**src/rtl/ctx_switch_ctrl.sv**
```systemverilog
// ---------------------------------------------------------------------------
// ctx_switch_ctrl: saves/restores one core context between register file and
// work queue; predicate save/restore is enabled by defining CTX_PRED_EN. Rev 1.0
// ---------------------------------------------------------------------------
`default_nettype none

module ctx_switch_ctrl #(
  parameter int NREGS  = 16,
  parameter int RW     = 16,
  parameter int RPORTS = 4,
`ifdef CTX_PRED_EN
  localparam int CTX_W = NREGS * RW + 4
`else
  localparam int CTX_W = NREGS * RW
`endif
) (
  input  logic                   clk,
  input  logic                   reset,
  input  logic                   save_req,
  input  logic                   restore_req,
  output logic                   busy,
  output logic                   pipe_stall,
  output logic                   done,
  output logic [4*RPORTS-1:0]    rf_raddr,
  input  logic [RW*RPORTS-1:0]   rf_rdata,
  output logic                   rf_bulk_wen,
  output logic [NREGS*RW-1:0]    rf_bulk_wdata,
  input  logic [3:0]             rf_pred_all,
  output logic                   rf_pred_wen,
  output logic [3:0]             rf_pred_wdata,
  output logic                   wq_push_valid,
  input  logic                   wq_push_ready,
  output logic [CTX_W-1:0]       wq_push_data,
  input  logic                   wq_pop_valid,
  output logic                   wq_pop_ready,
  input  logic [CTX_W-1:0]       wq_pop_data
);

  localparam int              NBEATS    = NREGS / RPORTS;
  localparam int              BW        = (NBEATS > 1) ? $clog2(NBEATS) : 1;
  localparam logic [BW-1:0]   LAST_BEAT = BW'(NBEATS - 1);

  typedef enum logic [2:0] {
    S_IDLE      = 3'd0,
    S_SAVE_RD   = 3'd1,
    S_SAVE_CAP  = 3'd2,
    S_SAVE_PUSH = 3'd3,
    S_RST_WAIT  = 3'd4,
    S_RST_WR    = 3'd5,
    S_DONE      = 3'd6
  } state_t;

  state_t               r_state;
  logic [BW-1:0]        r_beat;
  logic [CTX_W-1:0]     r_buf;
  logic [4*RPORTS-1:0]  r_raddr;
  logic                 r_busy;
  logic                 r_done;
  logic                 r_push_valid;
  logic                 r_pop_ready;
  logic                 r_bulk_wen;
  logic                 r_pred_wen;

  logic [BW-1:0]        w_prev_beat;
  logic [CTX_W-1:0]     w_cap_last;

  function automatic logic [4*RPORTS-1:0] f_raddr(input logic [BW-1:0] beat);
    logic [4*RPORTS-1:0] v;
    v = '0;
    for (int p = 0; p < RPORTS; p++) begin
      v[4*p +: 4] = 4'(RPORTS * int'(beat) + p);
    end
    return v;
  endfunction

  function automatic logic [CTX_W-1:0] f_capture(input logic [CTX_W-1:0]     buf_in,
                                                 input logic [BW-1:0]        beat,
                                                 input logic [RW*RPORTS-1:0] data);
    logic [CTX_W-1:0] v;
    v = buf_in;
    for (int p = 0; p < RPORTS; p++) begin
      v[RW*(RPORTS*int'(beat) + p) +: RW] = data[RW*p +: RW];
    end
    return v;
  endfunction

  // Read data lags the address by one cycle, so each beat stores the previous one.
  assign w_prev_beat = r_beat - 1'b1;

  always_comb begin
    w_cap_last = f_capture(r_buf, LAST_BEAT, rf_rdata);
`ifdef CTX_PRED_EN
    w_cap_last[CTX_W-1 -: 4] = rf_pred_all;
`endif
  end

  always_ff @(posedge clk) begin
    if (reset) begin
      r_state      <= S_IDLE;
      r_beat       <= '0;
      r_buf        <= '0;
      r_raddr      <= '0;
      r_busy       <= 1'b0;
      r_done       <= 1'b0;
      r_push_valid <= 1'b0;
      r_pop_ready  <= 1'b0;
      r_bulk_wen   <= 1'b0;
      r_pred_wen   <= 1'b0;
    end else begin
      r_done     <= 1'b0;
      r_bulk_wen <= 1'b0;
      r_pred_wen <= 1'b0;
      case (r_state)
        S_IDLE: begin
          if (save_req) begin
            r_state <= S_SAVE_RD;
            r_beat  <= '0;
            r_busy  <= 1'b1;
            r_raddr <= f_raddr('0);
          end else if (restore_req) begin
            r_state     <= S_RST_WAIT;
            r_busy      <= 1'b1;
            r_pop_ready <= 1'b1;
          end
        end
        S_SAVE_RD: begin
          if (r_beat != '0) begin
            r_buf <= f_capture(r_buf, w_prev_beat, rf_rdata);
          end
          if (r_beat == LAST_BEAT) begin
            r_state <= S_SAVE_CAP;
            r_raddr <= '0;
          end else begin
            r_beat  <= r_beat + 1'b1;
            r_raddr <= f_raddr(r_beat + 1'b1);
          end
        end
        S_SAVE_CAP: begin
          r_buf        <= w_cap_last;
          r_beat       <= '0;
          r_push_valid <= 1'b1;
          r_state      <= S_SAVE_PUSH;
        end
        S_SAVE_PUSH: begin
          if (wq_push_ready) begin
            r_push_valid <= 1'b0;
            r_done       <= 1'b1;
            r_state      <= S_DONE;
          end
        end
        S_RST_WAIT: begin
          if (wq_pop_valid) begin
            r_buf       <= wq_pop_data;
            r_pop_ready <= 1'b0;
            r_bulk_wen  <= 1'b1;
            r_pred_wen  <= 1'b1;
            r_state     <= S_RST_WR;
          end
        end
        S_RST_WR: begin
          r_done  <= 1'b1;
          r_state <= S_DONE;
        end
        S_DONE: begin
          r_busy  <= 1'b0;
          r_state <= S_IDLE;
        end
        default: begin
          r_state      <= S_IDLE;
          r_busy       <= 1'b0;
          r_push_valid <= 1'b0;
          r_pop_ready  <= 1'b0;
          r_raddr      <= '0;
        end
      endcase
    end
  end

  assign busy          = r_busy;
  assign pipe_stall    = r_busy;
  assign done          = r_done;
  assign rf_raddr      = r_raddr;
  assign rf_bulk_wen   = r_bulk_wen;
  assign rf_bulk_wdata = r_buf[NREGS*RW-1:0];
  assign wq_push_valid = r_push_valid;
  assign wq_push_data  = r_buf;
  assign wq_pop_ready  = r_pop_ready;

`ifdef CTX_PRED_EN
  assign rf_pred_wen   = r_pred_wen;
  assign rf_pred_wdata = r_buf[CTX_W-1 -: 4];
`else
  logic w_unused_pred;
  assign w_unused_pred = ^{rf_pred_all, r_pred_wen};
  assign rf_pred_wen   = 1'b0;
  assign rf_pred_wdata = 4'd0;
`endif

endmodule

`default_nettype wire

```
**config.mk**
```make
export PLATFORM = sky130hd
export DESIGN_NAME = ctx_switch_ctrl
export DESIGN_NICKNAME = d
export VERILOG_FILES = /design/src/rtl/ctx_switch_ctrl.sv
export SDC_FILE = /design/constraint.sdc
export NUM_CORES = 1
export LEC_CHECK = 0
export CAP_MARGIN = 40
export CELL_PAD_IN_SITES_DETAIL_PLACEMENT = 0
export CELL_PAD_IN_SITES_GLOBAL_PLACEMENT = 2
export CORE_AREA = 2 2 336 338
export DETAILED_ROUTE_END_ITERATION = 8
export DIE_AREA = 0 0 338 340
export PLACE_DENSITY_LB_ADDON = 0.2
export SYNTH_ARGS = -nofsm -noshare
export SYNTH_HDL_FRONTEND = slang
export SYNTH_SLANG_ARGS = --single-unit
```
**constraint.sdc**
```tcl
create_clock -name clk -period 2.9 [get_ports clk]
set_input_delay 0.29 -clock clk [delete_from_list [all_inputs] [get_ports clk]]
set_output_delay 0.29 -clock clk [all_outputs]
set_load 0.005 [all_outputs]
```
Word-level counts from Yosys, hierarchy flattened

Index checks and enable logic that the tools add are counted.

$add $sub $neg: 12
Eq/ne operators: 16
Shifts and indexed selects: 8
Muxes and demuxes: 30
Bitwise gates (word level): 6
Reductions and logical operators: 18

Operator list:

| cell                                                     | number |
|---|---|
| bitwise mux 256 bit                                      | 4 |
| variable shift 16 x 33 -> 256 bit (first input constant) | 4 |
| variable part select 16 x 33 -> 256 bit                  | 4 |
| case mux 256 bit (3 select lines)                        | 1 |
| 2-to-1 mux 256 bit                                       | 2 |
| negation 9 -> 33 bit                                     | 3 |
| case mux 16 bit (3 select lines)                         | 1 |
| negation 8 -> 33 bit                                     | 1 |
| 2-to-1 mux 16 bit                                        | 2 |
| OR reduction 5 bit                                       | 4 |
| case mux 3 bit (6 select lines)                          | 1 |
| != test 2 bit (second input constant)                    | 8 |
| 2-to-1 mux 3 bit                                         | 5 |
| AND reduction 4 bit                                      | 3 |
| adder 4 x 2 -> 5 bit (second input constant)             | 2 |
| == test 3 bit (second input constant)                    | 3 |
| adder 4 x 2 -> 4 bit (second input constant)             | 2 |
| 2-to-1 mux 1 bit                                         | 7 |
| == test 3 x 2 -> 1 bit (second input constant)           | 2 |
| inverter 1 bit                                           | 6 |
| case mux 1 bit (3 select lines)                          | 2 |
| case mux 2 bit (3 select lines)                          | 1 |
| AND reduction 2 bit                                      | 3 |
| AND reduction 3 bit                                      | 2 |
| other kinds (13)                                         | 17 |

Flip-flop bits (word level): 282
Bits of input ports: 330
Output and inout port bits: 539
Logic and storage cells: 100

Depth between registers and ports, before layout

Gate-level depths: netlist of run 1.

Word-level depth: 9
Gate-level depth with buffers: 10
Depth with buffers taken out: 6

Least setup slack after synthesis of run 1

Ideal clock, no wire load.

Kind: flip-flop to flip-flop
Start point: register r_beat[0]
End point: register (tool-made name)
Library setup time: 141 ps
Arrival: 2064 ps
Data required time: 2759 ps
Path slack: 695 ps
Cell stages (with the launch flop): 10
Buffers on the path: 3
Clock period less this slack: 2205 ps
Cell sequence: dfxtp_1 -> buf_6 -> inv_1 -> ha_1 -> or4bb_1 -> o211a_1 -> buf_2 -> buf_6 -> a221oi_2 -> nor3_2

RTL lines:

| item                   | RTL line | text |
|---|---|---|
| from (decl)            | 54       | `logic [BW-1:0] r_beat;` |
| from (signal assigned) | 134      | `r_beat <= r_beat + 1'b1;` |

==> reports/metrics.csv, run 1 <==
stage;metric;value;unit
synth;synthArstFlopShare;0;
synth;synth-edff-count;0;
clocking;clockBufferDepth;3;
run_status;status;finished clean;
drt;route.detailed.drc;0;
drt;wl_met2;44.96;mm
timing;hold_violations;0;
worst_setup_path;worstSetupEndpointType;flop;
power_and_ir_drop;power_per_cell_area;495.1;nW/um^2
clocking;cts_buffers;39;
global_route;grt_pass1_vias;15155;
die;rows;123;
drt;wirelength;86.16;mm
final_layout;nets;2646;
worst_setup_path;rrSetupSlack;0.41;ns
drt;vias;14925;
die;die_area;114900;um^2
timing;setup_viol;0;
worst_setup_path;crit_family;compound AO/OA/AOI/OAI gates;
synth;synth_area_leaders;dfxtp_1 (37%), buf_4 (15%), a311oi_1 (11%), nand2_1 (9.9%), nor2_1 (6.9%);
clocking;cts_setup_buffers;0;
final_layout;drive_gt1_frac;0.09371;
synth;synth_cell_types;54;
global_route;antenna_found_initial;23;
clocking;clk_pin_slew_worst_paths;0.06;ns
final_layout;fillCellCount;12251;
worst_setup_path;worstPathCellList;inv_1, ha_1, or4bb_1, o211a_4, buf_4, a221oi_2, nor3_2;
worst_setup_path;slowest_delay;0.57;ns
drt;vias_per_cell;3.877;
power_and_ir_drop;ir_drop;335.3;uV
min_path;worst_hold_path_type;in2reg;
global_route;grt_util_all_layers;0.1432;
synth;synthCells;1771;
timing;timing.setup.tns;0;ns
worst_setup_path;arrival;2.94;ns
synth;yosys_warnings;0;
timing;relSlewSlack;0.5170;
worst_setup_path;critPathBufInv;2;
global_route;grt_overflow;0;
clocking;cts_hold_buffers;0;
drt;ant_nets;0;
drt;wl_met1;34.03;mm
synth;avgSynthCellArea;8.256;um^2
global_route;grt_max_degree;71;
worst_setup_path;slowest_stage;or4bb_1;
timing;finalCritPeriodShare;0.8591;
final_layout;seqCellArea;5385;um^2
power_and_ir_drop;leakage;0.007390;uW
worst_setup_path;critPathMaxFanout;20;
synth;synth_top_area_share;0.3683;
synth;synth-main-ff-cell;dfxtp_1;
drt;initialDrtViolationCount;618;
power_and_ir_drop;swShare;0.3018;
drt;first_pass_iters;5;
place;dpl.hpwl;65.31;mm
power_and_ir_drop;p_clk_frac;0.394;
drt;wl_per_cell;22.38;um
drt;highest_layer;met5;
synth;yosysMostFrequentCell;nand2_1;
synth;ys_ff_latch;269;
power_and_ir_drop;seqPwrFrac;0.358;
final_layout;multi_input_area;6434;um^2
timing;rsz0062_at_grt;no;
synth;synth_area;14620;um^2
die;fp.dieH;340;um
die;core_area;111600;um^2
place;placed_cell_area;22950;um^2
timing;hold_ws;0.2392;ns
clocking;h-tree-depth;2;
flow_run;drv_cap;0;
clocking;ctsResizeCount;0;
min_path;hold_depth;2;
die;start_util;0.1310;
clocking;ctsRootBufferMaster;clkbuf_16;
worst_setup_path;r2r_start;r_beat[1];
worst_setup_path;r2r_cells;7;
global_route;grt_pass1_wl;117.5;mm
synth;ys_seq_area_frac;0.3683;
synth;yosysTopAreaCell;dfxtp_1;
clocking;cts_tree;yes;
synth;ys_top_cells_by_count;nand2_1 (385), buf_4 (301), dfxtp_1 (269), nor2_1 (268), a311oi_1 (190);
worst_setup_path;crit_type;reg2reg;
power_and_ir_drop;combPwrFrac;0.249;
min_path;worstHoldStart;reset;
place;gp_congestion;0.7710;
power_and_ir_drop;switchingPower;3615;uW
drt;wl_met3;5.349;mm
final_layout;stdcell_area;24190;um^2
power_and_ir_drop;power.internal;8362;uW
worst_setup_path;critPathRequiredTime;3.35;ns
timing;worstMarginPinSlew;0.7222;ns
timing;timing.fmax;401.4;MHz
clocking;clk_latency;0.59;ns
clocking;clock_sinks;269;
die;die_x;338;um
timing;clock_skew;0.01959;ns
final_layout;syn_to_final_growth;65.44;%
die;io_pins;869;
timing;slew_viol_final;0;
timing;fin_crit;2.491;ns
place;portBuffers;855;
worst_setup_path;cp-start-kind;flop;
-- per-layer routing --
metal	vias to the layer above	track usage
met4	20	0.03972
met2	572	0.2650
li1	6994	-
met1	7244	0.1615
met3	95	0.03424
met5	-	0
-- final cells by class --
type                    count  area share
clock buffers              68     0.04950
multi-input cells        1080      0.2660
diodes                     13    0.001345
well taps                1500     0.07759
flip-flops and latches    269      0.2226
clock inverters             1   0.0002069
repair buffers            913      0.3818
inverters                   6   0.0009311
-- per-stage QoR --
stage	utilization	cells	power (uW)	worst slack [ns]
after detailed placement	0.2057	3768	7410	0.3745
after floorplan	-	1779	5662	0.6954
after global routing	0.2167	3847	12590	0.2490
after CTS	0.2165	3837	12280	0.3726
final	0.2168	3850	11980	0.4087
after global placement	0.2057	3768	7401	0.3930
-- worst reg2reg max path, stage by stage (launching register included) --
cell and delay (ns):
dfxtp_1 0.41, inv_1 0.12, ha_1 0.23, or4bb_1 0.57, o211a_4 0.44, buf_4 0.31, a221oi_2 0.23, nor3_2 0.07
-- placed cells by master, fill, tap and decap left out, types with 7 or more instances in the layout --
cell type and instances:
a211oi_1 7, a221oi_2 47, buf_4 39, clkdlybuf4s50_1 854
diode_2 13, nor3_1 33, nand2_1 385, a311oi_1 190
conb_1 9, clkbuf_1 20, nor2_1 267, clkbuf_16 41
a21oi_2 10, a21oi_1 15, nor3_2 20, buf_12 19
clkbuf_8 7, ha_1 7, dfxtp_1 269, a22oi_1 13
a211oi_2 11
-- kinds of logic after synthesis --
kind of cell               share of synthesized area
adders and majority gates                   0.005990
other                                      0.0002565
muxes                                      0.0006846
buffers and inverters                         0.1997
AOI/OAI and AO/OA                             0.2133
DFF                                           0.3683
and+or+nand+nor                               0.2098
xor gates and xnor gates                    0.001883
-- worst max-delay path by stage --
stage               startpoint  endpoint  slack (ns)  cells after the start
floorplan            r_beat[0]      flop        0.70                      9
global placement     r_beat[1]      flop        0.39                      7
detailed placement   r_beat[1]      flop        0.37                      7
CTS                  r_beat[1]      flop        0.37                      7
global route         r_beat[1]      flop        0.25                      7
finish               r_beat[1]      flop        0.41                      7
-- power by group through the flow --
stage | registers (uW) | logic (uW) | clock network (uW)
after global routing | 4320 | 3220 | 5050
after detailed placement | 4390 | 3020 | 0
after floorplan | 4220 | 1440 | 0
after global placement | 4370 | 3030 | 0
after CTS | 4310 | 3040 | 4930
final | 4280 | 2980 | 4720
Note: power is estimated with default switching activity, not from simulation.
==> run 2: changes to the inputs <==
Settings changed: CAP_MARGIN 40 to 20, CTS_CLUSTER_SIZE set to 28.
==> results of run 2 <==
Final layout, timing and power as in run 1 (identical DEF).
